## config.mk

```make
export PLATFORM = sky130hd
export DESIGN_NAME = maze_path_in
export DESIGN_NICKNAME = d
export VERILOG_FILES = /design/src/rtl/maze_pkg.sv /design/src/rtl/maze_box_accum.sv /design/src/rtl/maze_path_in.sv
export SDC_FILE = /design/constraint.sdc
export NUM_CORES = 1
export LEC_CHECK = 0
export CORE_UTILIZATION = 50
export DETAILED_ROUTE_END_ITERATION = 6
export PLACE_DENSITY = 0.86
export SLEW_MARGIN = 25
export SYNTH_ARGS = -nofsm -noshare
export SYNTH_HDL_FRONTEND = slang
export SYNTH_SLANG_ARGS = --single-unit
```

## constraint.sdc

```tcl
create_clock -name clk -period 7.2 [get_ports clk]
set_input_delay 0.72 -clock clk [delete_from_list [all_inputs] [get_ports clk]]
set_output_delay 0.72 -clock clk [all_outputs]
set_load 0.03 [all_outputs]
```

## src/rtl/maze_pkg.sv

```systemverilog
// Shared types and constants for the maze pixel-to-cell writer.
package maze_pkg;

  localparam int ROW_STRIDE = 16;
  localparam int DEF_XSIZE  = 8;
  localparam int DEF_YSIZE  = 6;
  localparam int DEF_BOX    = 4;
  localparam int DEF_THRESH = 8;

  typedef enum logic [1:0] {
    ST_CLEAR  = 2'd0,
    ST_ACCEPT = 2'd1,
    ST_WRITE  = 2'd2
  } state_t;

  // Row stride of 16 makes the address simply {cy, cx}.
  function automatic logic [7:0] cell_addr(input logic [3:0] cy, input logic [3:0] cx);
    return 8'(int'(cy) * ROW_STRIDE + int'(cx));
  endfunction

endpackage

```

## src/rtl/maze_box_accum.sv

```systemverilog
// In-box pixel position tracking, coordinate check and ones counting for one cell.
module maze_box_accum
  import maze_pkg::*;
#(
  parameter int BOX    = DEF_BOX,
  parameter int THRESH = DEF_THRESH
) (
  input  logic       clk,
  input  logic       resetn,
  input  logic       take,
  input  logic       drop,
  input  logic [3:0] cx,
  input  logic [3:0] cy,
  input  logic [7:0] pix_x,
  input  logic [7:0] pix_y,
  input  logic       pix_val,
  output logic       match,
  output logic       box_last,
  output logic       vote
);

  localparam int         LOG_BOX = $clog2(BOX);
  localparam logic [2:0] PMAX    = 3'(BOX - 1);
  localparam logic [6:0] THR     = 7'(THRESH);

  logic [2:0] px;
  logic [2:0] py;
  logic [6:0] ones;
  logic [6:0] ones_sum;
  logic [7:0] exp_x;
  logic [7:0] exp_y;

  always_comb begin
    exp_x    = 8'({4'd0, cx} << LOG_BOX) + {5'd0, px};
    exp_y    = 8'({4'd0, cy} << LOG_BOX) + {5'd0, py};
    match    = (pix_x == exp_x) && (pix_y == exp_y);
    box_last = (px == PMAX) && (py == PMAX);
    // Vote includes the pixel being accepted this cycle.
    ones_sum = ones + {6'd0, pix_val};
    vote     = (ones_sum >= THR);
  end

  always_ff @(posedge clk or negedge resetn) begin
    if (!resetn) begin
      px   <= '0;
      py   <= '0;
      ones <= '0;
    end else if (drop || (take && box_last)) begin
      px   <= '0;
      py   <= '0;
      ones <= '0;
    end else if (take) begin
      ones <= ones_sum;
      if (px == PMAX) begin
        px <= '0;
        py <= py + 3'd1;
      end else begin
        px <= px + 3'd1;
      end
    end
  end

endmodule

```

## src/rtl/maze_path_in.sv

```systemverilog
// Box-ordered pixel stream to maze RAM writer with per-cell majority vote.
// Optional power-up clear of every cell is enabled by MAZE_PATH_IN_CLEAR_EN.
module maze_path_in
  import maze_pkg::*;
#(
  parameter int XSIZE  = DEF_XSIZE,
  parameter int YSIZE  = DEF_YSIZE,
  parameter int BOX    = DEF_BOX,
  parameter int THRESH = DEF_THRESH
) (
  input  logic       clk,
  input  logic       resetn,
  input  logic       pix_valid,
  output logic       pix_ready,
  input  logic [7:0] pix_x,
  input  logic [7:0] pix_y,
  input  logic       pix_val,
  output logic       wr_en,
  output logic [7:0] wr_address,
  output logic       wr_data,
  output logic       frame_done,
  output logic       sync_err,
  output logic [1:0] fsm_state
);

  // Handshake: a sample transfers on a rising edge where pix_valid && pix_ready;
  // the source must hold the sample stable until then.

  localparam logic [3:0] CX_MAX = 4'(XSIZE - 1);
  localparam logic [3:0] CY_MAX = 4'(YSIZE - 1);

`ifdef MAZE_PATH_IN_CLEAR_EN
  localparam state_t RESET_STATE = ST_CLEAR;
`else
  localparam state_t RESET_STATE = ST_ACCEPT;
`endif

  state_t     state;
  state_t     next_state;
  logic [3:0] cx;
  logic [3:0] cy;
  logic [3:0] cx_next;
  logic [3:0] cy_next;
  logic       hs;
  logic       good;
  logic       bad;
  logic       match;
  logic       box_last;
  logic       vote;
  logic       last_cell;
  logic       advance;

  maze_box_accum #(
    .BOX    (BOX),
    .THRESH (THRESH)
  ) u_accum (
    .clk      (clk),
    .resetn   (resetn),
    .take     (good),
    .drop     (bad),
    .cx       (cx),
    .cy       (cy),
    .pix_x    (pix_x),
    .pix_y    (pix_y),
    .pix_val  (pix_val),
    .match    (match),
    .box_last (box_last),
    .vote     (vote)
  );

  assign fsm_state = state;

  always_comb begin
    hs        = pix_valid && pix_ready;
    good      = hs && match;
    bad       = hs && !match;
    last_cell = (cx == CX_MAX) && (cy == CY_MAX);
    advance   = (state == ST_WRITE) || (state == ST_CLEAR);
    cx_next   = cx + 4'd1;
    cy_next   = cy;
    if (cx == CX_MAX) begin
      cx_next = '0;
      cy_next = (cy == CY_MAX) ? 4'd0 : cy + 4'd1;
    end
  end

  always_comb begin
    next_state = state;
    case (state)
      ST_ACCEPT: if (good && box_last) next_state = ST_WRITE;
      ST_WRITE:  next_state = ST_ACCEPT;
`ifdef MAZE_PATH_IN_CLEAR_EN
      ST_CLEAR:  if (last_cell) next_state = ST_ACCEPT;
`else
      ST_CLEAR:  next_state = ST_ACCEPT;
`endif
      default:   next_state = ST_ACCEPT;
    endcase
  end

  always_ff @(posedge clk or negedge resetn) begin
    if (!resetn) begin
      state      <= RESET_STATE;
      cx         <= '0;
      cy         <= '0;
      pix_ready  <= 1'b0;
      wr_en      <= 1'b0;
      wr_address <= '0;
      wr_data    <= 1'b0;
      frame_done <= 1'b0;
      sync_err   <= 1'b0;
    end else begin
      state <= next_state;
      if (advance) begin
        cx <= cx_next;
        cy <= cy_next;
      end
      // Ready is held low for one extra cycle after CLEAR so it never overlaps a clear write.
      pix_ready  <= (next_state == ST_ACCEPT) && (state != ST_CLEAR);
      sync_err   <= bad;
      wr_en      <= 1'b0;
      frame_done <= 1'b0;
      if (state == ST_ACCEPT && good && box_last) begin
        wr_en      <= 1'b1;
        wr_address <= cell_addr(cy, cx);
        wr_data    <= vote;
        frame_done <= last_cell;
      end
`ifdef MAZE_PATH_IN_CLEAR_EN
      if (state == ST_CLEAR) begin
        wr_en      <= 1'b1;
        wr_address <= cell_addr(cy, cx);
        wr_data    <= 1'b0;
      end
`endif
    end
  end

endmodule

```

==> reports/qor.txt <==
Total Power: 0.000423 W
Post-Synthesis Cells: 194
#FFs+latches synth: 36
Power per cell area: 169 nW/um^2
Vias in the first global route: 1410
Avg Synthesized Cell Area: 10.3 sq um
Area added between synthesis and finish: 25.1%
Final hold violation count: 0
Vias: 1524
Setup-failing EPs final: 0
Worst vdd ir: 0.0974 mV
Layout cells sized above 1: 0.114
Setup total negative slack: 0 ns
CTS Sinks: 36
Overflow after GRT: 0
Die ar.: 4250 sq um
Final net count: 258
Routability Congestion: 0.789
First-pass GRT wire length: 6.66 mm
WL met2: 1.82 mm
Actual transition at the worst max-transition pin: 0.705 ns
Antenna viol nets, final: 0
DR vias/cell: 5.50
Fin crit share: 0.399
Commonest non-fill, non-tap cell in the layout: dfrtp_1
Status: complete, no violations
Hold crit path type: reg2reg
Max cap viols: 0
Area of the multi-input gates: 1020 sq um
Slew Limit Fails: 0
WL final: 3.81 mm
DR WL/cell: 13.8 um
Largest net degree at the start of global routing: 37
H-tree levels: 2
Primary FF master, synth: dfrtp_1
Post-Syn Area: 2000 sq um
TritonRoute pass-1 iters: 4
# DRC: 0
Worst EP required: 7.38 ns
Clock Skew: 0.00672 ns
Synth async-reset ratio: 1.00
Hold buffer count at CTS: 0
Die span in x: 65.2 um
Register Area: 902 sq um
Crit path launch type: flip-flop
Initial core utilization: 0.533
Num ports: 35
Slew headroom: 0.529
Highest routed layer: met4
Root buffer cell: clkbuf_8
Port Buffer Count: 34
Post-synth EDFFs: 0
Crit path max fanout: 13
Tmin final: 2.87 ns
CTS-repair resized insts: 0
Post-CTS Setup Inserts: 0
CTS tree: done
Total GRT Usage: 0.209
Core region area: 3740 sq um
Reg clk slew, reported paths: 0.07 ns
Syn_nets: 224
Antenna diodes: 0
Synth warn: 0
Row count: 22
Initial antenna violation count: 0
Drt initial violations: 115
Worst skew pair latency: 0.29 ns
Yosys cell types: 46
Pleak: 1.11 nW
Arrival @ worst endpoint: 3.05 ns
Fill count: 312
Seq/Total Area, Yosys: 0.452
Clk buf depth: 2
Die Ht: 65.2 um
CTS Buf Count: 5
WL met3: 149 um
RSZ-0062 raised after global routing: no
M1 WL: 1.77 mm
Worst Setup End Kind: flip-flop
Fmax: 348 MHz
Post-DP HPWL: 2.87 mm
Most frequent cells in the layout: dfrtp_1 (35), clkdlybuf4s50_1 (34), nand2_1 (18)
Critical path type: reg2reg
cell usage after synthesis (all sizes together) (2+ instances only):
cell type  count  area, sq um
nand3         12         65.1
nor4           3         40.0
xnor2         12          105
a31oi          2         12.5
and3           2         12.5
dfrtp         35          876
nand4          6         37.5
inv           10         37.5
o21ai          8         40.0
nor2b          3         18.8
nand2         18         67.6
nor3           7         35.0
nor2           7         26.3
ha            10          125
xor2           3         26.3
and4           2         17.5
o2111ai        2         17.5
a21o           3         22.5
o22ai          2         12.5
a21oi          5         25.0
and2           3         18.8
clkbuf         3         11.3
nand2b         3         18.8
buf            5         27.5
mux2          10          113
mux2i          3         30.0
stage by stage:
stage	utilization	area (sq um)	hold WS (ns)	instances	worst slack [ns]
3_5_place_dp	0.633	2370	0.477	269	4.07
2_1_floorplan	-	2000	0.424	194	4.90
3_3_place_gp	0.632	2370	0.471	269	3.76
5_1_grt	0.667	2500	0.520	277	4.11
4_1_cts	0.667	2500	0.493	277	4.31
6_report	0.667	2500	0.493	277	4.33
flip-flops by register name, summed over array words and instances (netlist names):
register      count
wr_address        8
u_accum.ones      7
cx                4
cy                4
u_accum.px        3
u_accum.py        3
fsm_state         2
frame_done        1
pix_ready         1
sync_err          1
wr_data           1
wr_en             1
critical path: stages (launching register included):
cell,delay (ns)
dfrtp_1,0.45
ha_1,0.25
ha_1,0.19
xor3_1,0.35
o22a_1,0.23
nor4_4,0.54
nand3_2,0.37
mux2_2,0.37
power breakdown:
group / leakage, nW / internal [W] / total [W] / switching (W)
sequential: 0.492 / 0.000202 / 0.000203 / 0.0000000647
clock: 0.0645 / 0.000122 / 0.000193 / 0.0000704
combinational: 0.555 / 0.0000143 / 0.0000274 / 0.0000132
kinds of logic after synthesis:
group                    Yosys count  synth area share
XOR/XNOR                          16            0.0777
AND/OR/NAND/NOR                   70             0.195
flip-flops                        36             0.452
AO/OA/AOI/OAI                     31             0.103
adder cells (fa/ha/maj)           10            0.0627
multiplexers                      13            0.0714
buffers and inverters             18            0.0382
per-layer routing:
metal  GRT usage  vias up
li1            -      764
met1       0.284      720
met2       0.318       35
met3      0.0469        5
met4      0.0897        0
met5           0        -
area by class of cell:
| class | instances | area share |
|---|---|---|
| multi-input combinational | 140 | 0.410 |
| sequential | 36 | 0.361 |
| timing repair buffer | 35 | 0.139 |
| clock buffer | 7 | 0.0386 |
| tap | 48 | 0.0240 |
| inverter | 10 | 0.0150 |
| clock inverter | 1 | 0.0120 |
path summary, 6_finish.rpt:
path	startpoint	to	slack [ns]	cells past startpoint
max reg2reg	cx[0]$_DFFE_PN0N_	wr_address[1]$_DFFE_PN0P_	4.33	7
min in group asynchronous	resetn	sync_err$_DFF_PN0_	0.84	2
min reg2reg	u_accum.ones[0]$_DFFE_PN0P_	u_accum.ones[0]$_DFFE_PN0P_	0.49	2
max in group asynchronous	resetn	fsm_state[0]$_DFF_PN1_	6.02	2
max	cx[0]$_DFFE_PN0N_	wr_address[1]$_DFFE_PN0P_	4.33	7
min	u_accum.ones[0]$_DFFE_PN0P_	u_accum.ones[0]$_DFFE_PN0P_	0.49	2
Note: power is estimated with default switching activity, not from simulation.
